File: src/rtl/uart_rx_pkg.sv
// Shared types, tick constants and the parity helper for the UART receive path.
package uart_rx_pkg;

    typedef enum logic [2:0] {
        IDLE,
        START,
        DATA,
        PARITY,
        STOP
    } rx_state_e;

    localparam logic [3:0] MID_TICK  = 4'd7;
    localparam logic [3:0] LAST_TICK = 4'd15;

    // Returns the parity bit a correct transmitter would have sent.
    function automatic logic parity_calc(input logic [7:0] data,
                                         input logic       bit8,
                                         input logic       odd_n_even);
        parity_calc = (^data[6:0]) ^ (bit8 & data[7]) ^ odd_n_even;
    endfunction

endpackage

File: src/rtl/uart_rx_filter.sv
// Brings rx into the clk domain and majority-votes the last three baud-tick samples.
module uart_rx_filter (
    input  logic clk,
    input  logic reset,
    input  logic baud_clock,
    input  logic rx,
    output logic rx_filt
);

    logic [1:0] sync_q, sync_d;
    logic [2:0] hist_q, hist_d;

    always_comb begin
        sync_d = {sync_q[0], rx};
        hist_d = hist_q;
        if (baud_clock) begin
            hist_d = {hist_q[1:0], sync_q[1]};
        end
    end

    always_ff @(posedge clk) begin
        if (reset) begin
            sync_q <= 2'b11;
            hist_q <= 3'b111;
        end else begin
            sync_q <= sync_d;
            hist_q <= hist_d;
        end
    end

    assign rx_filt = (hist_q[0] & hist_q[1]) | (hist_q[0] & hist_q[2]) | (hist_q[1] & hist_q[2]);

endmodule

File: src/rtl/uart_rx_core.sv
// UART receiver: deframes 7/8-bit characters with optional parity into a one-entry
// holding register with ready/read handshake and parity/framing/overflow status.
module uart_rx_core
    import uart_rx_pkg::*;
#(
    parameter bit RX_LEGACY_MODE = 1'b0
) (
    input  logic       clk,
    input  logic       reset,
    input  logic       baud_clock,
    input  logic       rx,
    input  logic       bit8,
    input  logic       parity_en,
    input  logic       odd_n_even,
    input  logic       read_rx_byte,
    output logic [7:0] rx_byte,
    output logic       rx_data_ready,
    output logic       parity_err,
    output logic       framing_err,
    output logic       overflow
);

    logic rx_filt;

    uart_rx_filter u_filter (
        .clk       (clk),
        .reset     (reset),
        .baud_clock(baud_clock),
        .rx        (rx),
        .rx_filt   (rx_filt)
    );

    rx_state_e  state_q, state_d;
    logic [3:0] tick_cnt_q, tick_cnt_d;
    logic [2:0] bit_cnt_q, bit_cnt_d;
    logic [7:0] shift_q, shift_d;
    logic       perr_q, perr_d;
    logic       bit8_q, bit8_d;
    logic       par_en_q, par_en_d;
    logic       odd_q, odd_d;
    logic       stop_done_q, stop_done_d;
    logic       armed_q, armed_d;
    logic [7:0] rx_byte_q, rx_byte_d;
    logic       rdy_q, rdy_d;
    logic       pe_q, pe_d;
    logic       fe_q, fe_d;
    logic       ovf_q, ovf_d;
    logic       load;

    always_comb begin
        state_d     = state_q;
        tick_cnt_d  = tick_cnt_q;
        bit_cnt_d   = bit_cnt_q;
        shift_d     = shift_q;
        perr_d      = perr_q;
        bit8_d      = bit8_q;
        par_en_d    = par_en_q;
        odd_d       = odd_q;
        stop_done_d = stop_done_q;
        armed_d     = armed_q;
        load        = 1'b0;

        if (baud_clock) begin
            // A new start edge is only accepted once the line has been seen high.
            if (rx_filt) begin
                armed_d = 1'b1;
            end
            case (state_q)
                IDLE: begin
                    if (armed_q && !rx_filt) begin
                        state_d    = START;
                        tick_cnt_d = 4'd0;
                    end
                end
                START: begin
                    if (tick_cnt_q == MID_TICK) begin
                        tick_cnt_d = 4'd0;
                        if (rx_filt) begin
                            state_d = IDLE;
                        end else begin
                            state_d   = DATA;
                            bit_cnt_d = 3'd0;
                            shift_d   = 8'h00;
                            perr_d    = 1'b0;
                            bit8_d    = bit8;
                            par_en_d  = parity_en;
                            odd_d     = odd_n_even;
                        end
                    end else begin
                        tick_cnt_d = tick_cnt_q + 4'd1;
                    end
                end
                DATA: begin
                    tick_cnt_d = tick_cnt_q + 4'd1;
                    if (tick_cnt_q == LAST_TICK) begin
                        shift_d[bit_cnt_q] = rx_filt;
                        bit_cnt_d          = bit_cnt_q + 3'd1;
                        if (bit_cnt_q == (bit8_q ? 3'd7 : 3'd6)) begin
                            state_d = par_en_q ? PARITY : STOP;
                        end
                    end
                end
                PARITY: begin
                    tick_cnt_d = tick_cnt_q + 4'd1;
                    if (tick_cnt_q == LAST_TICK) begin
                        perr_d  = rx_filt ^ parity_calc(shift_q, bit8_q, odd_q);
                        state_d = STOP;
                    end
                end
                STOP: begin
                    tick_cnt_d = tick_cnt_q + 4'd1;
                    if (stop_done_q) begin
                        if (tick_cnt_q == MID_TICK) begin
                            state_d     = IDLE;
                            tick_cnt_d  = 4'd0;
                            stop_done_d = 1'b0;
                        end
                    end else if (tick_cnt_q == LAST_TICK) begin
                        load = 1'b1;
                        if (!rx_filt) begin
                            armed_d = 1'b0;
                        end
                        if (RX_LEGACY_MODE) begin
                            stop_done_d = 1'b1;
                        end else begin
                            state_d    = IDLE;
                            tick_cnt_d = 4'd0;
                        end
                    end
                end
                default: state_d = IDLE;
            endcase
        end
    end

    // Holding register: a load always beats a same-cycle read.
    always_comb begin
        rx_byte_d = rx_byte_q;
        rdy_d     = rdy_q;
        pe_d      = pe_q;
        fe_d      = fe_q;
        ovf_d     = ovf_q;
        if (load) begin
            if (!rdy_q || read_rx_byte) begin
                rx_byte_d = shift_q;
                pe_d      = par_en_q & perr_q;
                fe_d      = ~rx_filt;
                rdy_d     = 1'b1;
                ovf_d     = 1'b0;
            end else begin
                ovf_d = 1'b1;
            end
        end else if (read_rx_byte && rdy_q) begin
            rdy_d = 1'b0;
            pe_d  = 1'b0;
            fe_d  = 1'b0;
            ovf_d = 1'b0;
        end
    end

    always_ff @(posedge clk) begin
        if (reset) begin
            state_q     <= IDLE;
            tick_cnt_q  <= 4'd0;
            bit_cnt_q   <= 3'd0;
            shift_q     <= 8'h00;
            perr_q      <= 1'b0;
            bit8_q      <= 1'b0;
            par_en_q    <= 1'b0;
            odd_q       <= 1'b0;
            stop_done_q <= 1'b0;
            armed_q     <= 1'b1;
            rx_byte_q   <= 8'h00;
            rdy_q       <= 1'b0;
            pe_q        <= 1'b0;
            fe_q        <= 1'b0;
            ovf_q       <= 1'b0;
        end else begin
            state_q     <= state_d;
            tick_cnt_q  <= tick_cnt_d;
            bit_cnt_q   <= bit_cnt_d;
            shift_q     <= shift_d;
            perr_q      <= perr_d;
            bit8_q      <= bit8_d;
            par_en_q    <= par_en_d;
            odd_q       <= odd_d;
            stop_done_q <= stop_done_d;
            armed_q     <= armed_d;
            rx_byte_q   <= rx_byte_d;
            rdy_q       <= rdy_d;
            pe_q        <= pe_d;
            fe_q        <= fe_d;
            ovf_q       <= ovf_d;
        end
    end

    assign rx_byte       = rx_byte_q;
    assign rx_data_ready = rdy_q;
    assign parity_err    = pe_q;
    assign framing_err   = fe_q;
    assign overflow      = ovf_q;

endmodule

File: config.mk
export PLATFORM = sky130hd
export DESIGN_NAME = uart_rx_core
export DESIGN_NICKNAME = d
export VERILOG_FILES = /design/src/rtl/uart_rx_pkg.sv /design/src/rtl/uart_rx_filter.sv /design/src/rtl/uart_rx_core.sv
export SDC_FILE = /design/constraint.sdc
export NUM_CORES = 1
export LEC_CHECK = 0
export ABC_AREA = 1
export CAP_MARGIN = 0
export CORE_MARGIN = 2
export CORE_UTILIZATION = 45
export CTS_CLUSTER_DIAMETER = 40
export DETAILED_ROUTE_END_ITERATION = 6
export HOLD_SLACK_MARGIN = 0.1
export PLACE_DENSITY = 0.69
export SETUP_SLACK_MARGIN = 0.3
export SYNTH_ARGS = -nofsm -noshare
export SYNTH_HDL_FRONTEND = slang
export SYNTH_SLANG_ARGS = --single-unit
export TNS_END_PERCENT = 1
File: constraint.sdc
create_clock -name clk -period 3.8 [get_ports clk]
set_input_delay 0.57 -clock clk [delete_from_list [all_inputs] [get_ports clk]]
set_output_delay 0.57 -clock clk [all_outputs]
set_load 0.01 [all_outputs]
# Word level (Yosys, flattened, before mapping)
# Cells that the tools add are included.
[op_classes] add_sub_neg=2 magnitude_cmp=2 n_eq_ne=16 mux=52 bitwise_logic=11 n_reduce_logical=21
[op_table] op="$mux W3" n=12
[op_table] op="$mux W1" n=25
[op_table] op="$mux W8" n=3
[op_table] op="$mux W4" n=4
[op_table] op="$pmux W4 S4" n=1
[op_table] op="$pmux W8 S2" n=1
[op_table] op="$pmux W3 S5" n=1
[op_table] op="$ne A2 B2 Y1 const B" n=6
[op_table] op="$reduce_and A5 Y1" n=2
[op_table] op="$bwmux W8" n=1
[op_table] op="$reduce_and A8 Y1" n=1
[op_table] op="$reduce_xor A7 Y1" n=1
[op_table] op="$eq A3 B2 Y1 const B" n=2
[op_table] op="$ne A3 B3 Y1 const B" n=2
[op_table] op="$pmux W3 S2" n=1
[op_table] op="$reduce_and A2 Y1" n=3
[op_table] op="$reduce_bool A2 Y1" n=3
[op_table] op="$and A1 B1 Y1" n=5
[op_table] op="$add A4 B1 Y4 const B" n=1
[op_table] op="$eq A4 B3 Y1 const B" n=1
[op_table] op="$eq A4 B4 Y1 const B" n=1
[op_table] op="$lt A3 B4 Y1 const B" n=1
[op_table] op="$reduce_and A4 Y1" n=1
[op_table] op="$reduce_bool A4 Y1" n=1
[op_table] op="other kinds (18)" n=24
[totals] register_bits=41 inputBits=8 output_inout_bits=12 wordCells=121

# Logic depth before layout (Yosys ltp)
[depth] depth_word=8 mapped_depth=12 mapped_depth_nobuf=12

# Modules after synthesis
# Synthesis repeated with hierarchy kept, for this count alone.
[hier_totals] cells_unflattened=324 area_unflattened_um2=2114.5
[modules_own_cells] mod="uart_rx_core" instances=1 cells_each=302 area_each_um2=1940.6
[modules_own_cells] mod="uart_rx_filter" instances=1 cells_each=22 area_each_um2=173.9

# Worst setup path before layout
# Ideal clock, no wire load.
[synth_path] path_type="flip-flop to flip-flop" start="reg tick_cnt_q[0]" end="reg shift_q[0]" setup_time_ns=0.116 arrival_ns=1.385 path_slack_ns=2.299 path_stages_with_launch=11 n_path_buf=0 synth_period_minus_slack_ns=1.501 cell_sequence="dfxtp_1 -> ha_1 -> nand2_2 -> nor2_4 -> inv_2 -> nand2_2 -> o21ai_4 -> nor2_4 -> nand3_1 -> o21ai_0 -> nor2_1"
[synth_between] elab_chain_len=3 elab_cells_between_ends=5 cone_classes="4 x eq/ne; 1 x reduce/logical"
[synth_rtl] item="from (decl)" line_no="uart_rx_core.sv:34" source="logic [3:0] tick_cnt_q, tick_cnt_d;"
[synth_rtl] item="from (signal assigned)" line_no="uart_rx_core.sv:180" source="tick_cnt_q <= tick_cnt_d;"
[synth_rtl] item="$eq A4 B3 Y1 or $eq A4 B4 Y1 (tied branches)" line_no="uart_rx_core.sv:76, uart_rx_core.sv:95"
[synth_rtl] item="$ne A2 B2 Y1 (no line)"
[synth_rtl] item="$reduce_and A5 Y1 (no line) *"
[synth_rtl] item="to (signal assigned)" line_no="uart_rx_core.sv:182" source="shift_q <= shift_d;"
[synth_rtl] item="to (decl)" line_no="uart_rx_core.sv:36" source="logic [7:0] shift_q, shift_d;"
# Every way passes the cells marked *; elsewhere a longest branch is shown, timed or not.
# A chain may end at the register's enable or synchronous reset.

==> qor.yml <==
power_mw: 1.001
cts.path.max_buffers: 2
synth-warning-count: 0
grt_pass1_vias: 1715
core_um2: 4692
cts_buffers: 5
dpl_cell_area_um2: 2384
holdCritPathClass: "flop to flop"
route.detailed.drc: 0
powerDensity_nw_per_um2: 405.9
synth_top_area_cell: "dfxtp_1"
die-area_um2: 5381
synth_ff_type: "dfxtp_1"
cts_root_buffer: "clkbuf_8"
max_freq_mhz: 487.3
clk_pin_slew_ns: 0.08
syn_to_final_growth_pct: 13.93
grt_max_degree: 32
status: "complete, no violations"
die_w_um: 73.36
antenna_found_initial: 0
fin_util_pct: 52.56
startpoint_type: "input port"
gr-total-overflow: 0
final_area_um2: 2466
synth-edff-count: 0
netlist.area_leader.share_pct: 37.92
dr_total_vias: 1930
routabilityCongestion: 0.8320
setup_ws_ns: 1.748
setup_violations: 0
io_pins: 20
instances_no_fill: 395
setup_tns_ns: 0
n_antenna_cell: 0
synth_area_leaders: "dfxtp_1, nand2_1, nor2_1, o21ai_0, inv_1"
cp_max_fo: 31
relSlewSlack_pct: 39.03
grt_use_total_pct: 17.92
cp-end-kind: "flop"
start_util_pct: 46.13
cts_tree: "yes"
syn_area_um2: 2165
finalCritPeriodShare_pct: 54.01
post-cts-setup-buffers: 0
yosysUniqueCellTypes: 31
dpl.cell_count: 387
drt-total-wl_mm: 4.360
report.final.slew_viol_count: 0
cts_sinks: 41
hpwl_mm: 3.205
postCtsHoldBufs: 0
dp_slack_ns: 1.426
maxCapViolCount: 0
port_buffers: 19
ant_nets: 0
syn_inst: 321
synth_common_cells: "nand2_1, dfxtp_1, nor2_1"
rows: 25
drt_iter0_markers: 128
crit_arrival_ns: 2.27
yosysSeqAreaShare_pct: 37.92
clock_latency_ns: 0.29
avgSynthCellArea_um2: 6.743
vias_per_cell: 4.886
skew_ns: 0.005481
yosysMostFrequentCell: "nand2_1"
wire_per_inst_um: 11.04
rsz0062_at_grt: "no"
period_needed_ns: 2.052
synth-async-reset-ratio_pct: 0
path_class: "input port to flop"
grt_pass1_wl_mm: 7.576
firstDrtPassIters: 4
drive_gt1_share_pct: 11.73
p_leak_nw: 1.010
htree_num_levels: 2
ctsResizeCount: 0
dieHeight_um: 73.36
nets: 350
syn_nets: 331
finalHoldViolCount: 0
synth_seq_cells: 41
fin_hold_ws_ns: 0.4447
crit_required_ns: 4.02
worst_slew_pin_slew_ns: 0.9136
ir_drop_mv: 0.1902
==> state kept, by name, summed over array words and instances (netlist names), 2 cells and up <==
signal	flops
state_q	3
bit_cnt_q	3
tick_cnt_q	4
shift_q	8
u_filter.hist_q	3
u_filter.sync_q	2
rx_byte	8
==> logic make-up after synthesis <==
family          after synthesis  synth area share (%)
flops                        41                 37.92
compound gates               58                 14.57
simple gates                166                 35.95
buf+inv                      52                 9.595
xor+xnor                      2                0.8094
fa+ha+maj                     2                 1.156
==> placed cells by master, fill, tap and decap left out, types with 4 or more instances in the layout <==
cell type        count
nand2_1             78
nor2_1              41
dfxtp_1             41
inv_1               38
o21ai_0             29
a21oi_1             22
nand3_1             20
clkdlybuf4s50_1     19
inv_2                7
nand2_2              6
nor2_2               5
clkbuf_8             5
nor2_4               4
==> where the power goes <==
| group | switching [mW] | internal (mW) |
|---|---|---|
| Sequential | 0.0264 | 0.448 |
| Combinational | 0.168 | 0.0814 |
| Clock | 0.150 | 0.127 |
==> worst paths after layout <==
check / from / to / slack, ns / cells past startpoint
setup / recovery: reset / rx_byte[5]$_SDFFE_PP0P_ / 1.75 / 4
hold / removal: u_filter.sync_q[0]$_SDFF_PP1_ / u_filter.sync_q[1]$_SDFF_PP1_ / 0.44 / 1
setup reg to reg: tick_cnt_q[1]$_SDFFE_PP0P_ / rx_byte[5]$_SDFFE_PP0P_ / 2.00 / 9
hold reg to reg: u_filter.sync_q[0]$_SDFF_PP1_ / u_filter.sync_q[1]$_SDFF_PP1_ / 0.44 / 1
==> layout make-up <==
| class | count | area [um^2] |
|---|---|---|
| flip-flops and latches | 41 | 820.8 |
| fillers | 474 | 2226 |
| clock inverters | 2 | 10.01 |
| inverters | 45 | 168.9 |
| multi-input cells | 228 | 1136 |
| repair buffers | 19 | 190.2 |
| clock buffers | 6 | 72.57 |
| well taps | 54 | 67.56 |
==> worst max-delay path: stages <==
cell,delay (ns)
clkdlybuf4s50_1,0.56
inv_1,0.74
o21ai_0,0.20
a21oi_1,0.18
==> layer usage <==
metal	share of wire [%]	routed length (um)	global-route usage, %
met5	0	0	0
met4	0.69	30	6.061
met3	5.2	226	3.429
met2	42	1848	26.63
met1	52	2254	25.97
(Power assumes the default switching activity.)
